[config.mk]
export PLATFORM = sky130hd
export DESIGN_NAME = booth_controller
export DESIGN_NICKNAME = d
export VERILOG_FILES = /design/src/rtl/booth_pkg.sv /design/src/rtl/booth_controller.sv
export SDC_FILE = /design/constraint.sdc
export NUM_CORES = 1
export LEC_CHECK = 0
export CAP_MARGIN = 10
export CORE_AREA = 2 2 39 41
export DETAILED_ROUTE_END_ITERATION = 16
export DIE_AREA = 0 0 41 43
export DONT_BUFFER_PORTS = 1
export PLACE_DENSITY_LB_ADDON = 0.2
export SYNTH_ARGS = -nofsm -noshare
export SYNTH_HDL_FRONTEND = slang
export SYNTH_SLANG_ARGS = --single-unit
[constraint.sdc]
create_clock -name clk -period 1.5 [get_ports clk]
set_input_delay 0.45 -clock clk [delete_from_list [all_inputs] [get_ports clk]]
set_output_delay 0.45 -clock clk [all_outputs]
set_load 0.05 [all_outputs]
[src/rtl/booth_pkg.sv]
// booth_pkg: shared state encoding, ALU select constants and operand width for the Booth multiplier
package booth_pkg;

    localparam int BOOTH_N = 8;

    localparam logic ADDSUB_ADD = 1'b1;
    localparam logic ADDSUB_SUB = 1'b0;

    typedef enum logic [2:0] {
        IDLE   = 3'd0,
        LOAD_M = 3'd1,
        LOAD_Q = 3'd2,
        CHECK  = 3'd3,
        ADD    = 3'd4,
        SUB    = 3'd5,
        SHIFT  = 3'd6,
        DONE   = 3'd7
    } state_t;

endpackage

[src/rtl/booth_controller.sv]
// booth_controller: Moore sequencing FSM driving the radix-2 Booth multiplier datapath strobes
module booth_controller
    import booth_pkg::*;
#(
    parameter int N = BOOTH_N
) (
    input  logic clk,
    input  logic rst_n,
    input  logic start,
    input  logic stop,
    input  logic q0,
    input  logic qd,
    output logic ldA,
    output logic clrA,
    output logic sftA,
    output logic ldQ,
    output logic clrQ,
    output logic sftQ,
    output logic ldM,
    output logic clrff,
    output logic addsub,
    output logic ldcount,
    output logic decount,
    output logic busy,
    output logic done
);

    localparam int SW = $clog2(N + 1) + 1;

    state_t state, nxt;
    logic [SW-1:0] shifts;

    assign clrQ = 1'b0;

    // next-state selection; CHECK must directly follow SHIFT/LOAD_Q so qd holds the pre-shift q0
    always_comb begin
        nxt = IDLE;
        case (state)
            IDLE:    nxt = start ? LOAD_M : IDLE;
            LOAD_M:  nxt = LOAD_Q;
            LOAD_Q:  nxt = CHECK;
            CHECK:   nxt = stop ? DONE : ({q0, qd} == 2'b10) ? SUB : ({q0, qd} == 2'b01) ? ADD : SHIFT;
            ADD:     nxt = SHIFT;
            SUB:     nxt = SHIFT;
            SHIFT:   nxt = CHECK;
            DONE:    nxt = IDLE;
            default: nxt = IDLE;
        endcase
    end

    // state register; outputs are registered from the next state so they match the current state glitch-free
    always_ff @(posedge clk or negedge rst_n) begin
        if (!rst_n) begin
            state   <= IDLE;
            ldM     <= 1'b0;
            ldQ     <= 1'b0;
            clrA    <= 1'b0;
            clrff   <= 1'b0;
            ldcount <= 1'b0;
            ldA     <= 1'b0;
            addsub  <= ADDSUB_ADD;
            sftA    <= 1'b0;
            sftQ    <= 1'b0;
            decount <= 1'b0;
            busy    <= 1'b0;
            done    <= 1'b0;
        end else begin
            state   <= nxt;
            ldM     <= nxt == LOAD_M;
            ldQ     <= nxt == LOAD_Q;
            clrA    <= nxt == LOAD_Q;
            clrff   <= nxt == LOAD_Q;
            ldcount <= nxt == LOAD_Q;
            ldA     <= nxt == ADD || nxt == SUB;
            addsub  <= nxt == SUB ? ADDSUB_SUB : ADDSUB_ADD;
            sftA    <= nxt == SHIFT;
            sftQ    <= nxt == SHIFT;
            decount <= nxt == SHIFT;
            busy    <= nxt != IDLE;
            done    <= nxt == DONE;
        end
    end

    // tally of SHIFT visits in the current operation, used only to check the iteration count
    always_ff @(posedge clk or negedge rst_n) begin
        if (!rst_n)
            shifts <= '0;
        else if (ldcount)
            shifts <= '0;
        else if (decount)
            shifts <= shifts + 1'b1;
    end

    a_n_shifts: assert property (@(posedge clk) disable iff (!rst_n) done |-> shifts == SW'(N));

endmodule

==> impl_metrics.tcl <==
set metrics [dict create \
    outcome "completed" \
    asyncSetResetFlopFracSynth 1.000 \
    synth_area_um2 469.2 \
    dieArea_um2 1763 \
    yosysWarnings 0 \
    finClkSkew_ns 0.0002710 \
    worstReg2RegEnd "decount$_DFF_PN0_" \
    biggest_area_contributors_in_the_synthesized_netlist "sky130_fd_sc_hd__dfrtp_1, sky130_fd_sc_hd__buf_4, sky130_fd_sc_hd__dfstp_2" \
    antenna_cells_inserted 0 \
    max_freq_mhz 714.1 \
    core.rowCount 14 \
    route.detailed.vias_per_inst 5.066 \
    gr-usage-met1 0.1353 \
    power.ir.vdd_worst_uv 868.6 \
    power.sequential.fraction 0.391 \
    grtUsageTotal 0.1164 \
    clk_tree_root_cell "sky130_fd_sc_hd__clkbuf_4" \
    syn-mean-instance-area_um2 10.91 \
    setup-tns-final_ns 0 \
    synth_top_flop_cell "sky130_fd_sc_hd__dfrtp_1" \
    power_leakage_uw 0.0002343 \
    firstDrtPassIters 4 \
    finish.utilization 0.3951 \
    boundaryPins 19 \
    detail_route.wirelength_um 780 \
    p_sw_frac 0.4845 \
    grt_start_max_net_pins 13 \
    gp_congestion 0.7983 \
    floorplan.die.width_um 41 \
    final.min_clock_period_ns 1.400 \
    reg2reg_from "state[2]$_DFF_PN0_" \
    share_clk_of_total_power 0.182 \
    critical_path_arrival_ns 0.95 \
    drt.antenna.violating_nets 0 \
    critPathLaunchType "flop" \
    total_setup_violations_reported_at_the_end_of_the_flow 0 \
    critPathLaunch "addsub$_DFF_PN1_" \
    htree_levels 1 \
    crit_required_ns 1.05 \
    grtUsageMet2 0.1406 \
    grt-ovfl-total 0 \
    layout.filler_cells 135 \
    worst_hold_path_type "primary input to flop" \
    crit_path_end "addsub" \
    power.combinational.fraction 0.427 \
    layout_setup_ws_ns 0.09958 \
    worst-r2r-setup-slack_ns 0.44 \
    post-synth-top-count-cell "sky130_fd_sc_hd__dfrtp_1" \
    cts-root-to-sink-buffers 2 \
    synth_commonest_cells "sky130_fd_sc_hd__dfrtp_1, sky130_fd_sc_hd__buf_4" \
    synthDistinctLibCells 24 \
    grt_pass1_vias 286 \
    grt_antenna_before_repair 0 \
    tritoncts "yes" \
    final_min_period_over_clock_period 0.9336 \
    place_worst_setup_slack_ns 0.09812 \
    synth_enable_flop_cells 0 \
    synth_sequential_area_ratio 0.5360 \
    max-cap-violations 0 \
    cts_setup_buffers 0 \
    initial_utilization 0.3391 \
    crit_fanout 1 \
    detailedRoute.firstIterationViolations 9 \
    cell_pwr_density_nw_per_um2 2486 \
    post_synth_top_area_share 0.4800 \
    worst_case_hold_slack_ns 0.2420 \
    cts_inserted_buffers 3 \
    place.detailed.hpwl_um 544.2 \
    cp_num_cells 0 \
    worst-r2r-cell-count 2 \
    global_route.usage.met3 0.07330 \
    dr_total_vias 309 \
    port_buffers 0 \
    drive_above_1_share 0.2444 \
    synthesis.nets 50 \
    post_drt_wl_per_cell_um 12.79 \
    clk_pin_slew_ns 0.07 \
    numClockSinks 10 \
    slew_viol_final 0 \
    grt_first_pass_wirelength_mm 1.248 \
    worstSetupPathType "flop to output port" \
    power.internal_uw 700.7 \
    fp.coreArea_um2 1384 \
    most_used_layer_global_route "met2" \
    clkLatencyLatePin_ns 0.27 \
    synth.ff_latch_count 10 \
    worst_setup_end_kind "output port" \
    switching_power_uw 658.5 \
    fin_nets 53 \
    report.final.hold_viol_count 0 \
    dr_drc_count 0 \
    synthToLayoutAreaGrowth_pct 16.53 \
    yosysTopAreaCell "sky130_fd_sc_hd__dfrtp_1" \
    die_extent_in_y_um 43 \
    synthesis.instances 43 \
    setup_repair_after_global_routing_missed_its_margin "no" \
]
==> sequential cells by signal (all words and copies together) (netlist names) <==
| signal | flops |
|---|---|
| ldcount | 1 |
| done | 1 |
| decount | 1 |
| addsub | 1 |
| busy | 1 |
| ldM | 1 |
| state | 3 |
| ldA | 1 |
==> power by group through the flow <==
stage	Combinational (uW)	Clock, uW	Sequential, uW
after floorplan	457	0	577
after global placement	561	0	534
after detailed placement	571	0	539
after CTS	579	256	534
after global routing	619	277	548
final	581	247	531
==> per-layer routing <==
| layer | wire, um | share of wire |
|---|---|---|
| met4 | 26 | 0.033 |
| met2 | 332 | 0.43 |
| met5 | 0 | 0 |
| met1 | 344 | 0.44 |
| met3 | 77 | 0.099 |
==> how the worst min path moves through the flow <==
stage | depth (start not counted) | slack, ns | startpoint | to
2_1_floorplan | 0 | 0.15 | rst_n | busy$_DFF_PN0_
3_3_place_gp | 0 | 0.15 | rst_n | done$_DFF_PN0_
3_5_place_dp | 0 | 0.15 | rst_n | done$_DFF_PN0_
4_1_cts | 0 | 0.009 | rst_n | addsub$_DFF_PN1_
5_1_grt | 1 | 0.21 | stop | ldA$_DFF_PN0_
6_report | 1 | 0.24 | stop | ldA$_DFF_PN0_
==> logic make-up after synthesis <==
logic type / Yosys count / synth area share
other cells: 1 / 0.007992
fa+ha+maj: 1 / 0.02666
compound gates: 7 / 0.09331
flops: 10 / 0.5360
simple gates: 14 / 0.1947
buf+inv: 10 / 0.1413
==> repair_timing <==
item	CTS	global route
gates resized for setup	0	0
endpoints found under the hold margin	9	1
hold buffers	1	1
==> stage by stage <==
step | area [um2] | power [uW] | cells
after floorplan | 469.2 | 1034 | 43
after global placement | 490.5 | 1095 | 55
after detailed placement | 490.5 | 1110 | 55
after CTS | 536.8 | 1369 | 60
after global routing | 546.8 | 1443 | 61
final | 546.8 | 1359 | 61
==> area by class of cell <==
type	count	area, um2	share of cell area
well taps	16	20.02	0.03661
flip-flops and latches	10	252.7	0.4622
inverters	1	3.754	0.006865
multi-input cells	23	151.4	0.2769
clock buffers	4	36.28	0.06636
repair buffers	7	82.58	0.1510
==> placed cells by master, fill, tap and decap left out, drive strengths merged, types with 2 or more instances in the layout <==
cell type / instances
nor3: 2
a31oi: 2
o21ai: 2
nand2: 2
nor3b: 2
dlygate4sd3: 2
nor4: 2
dfrtp: 9
buf: 5
clkbuf: 4
Note: power is estimated with default switching activity, not from simulation.
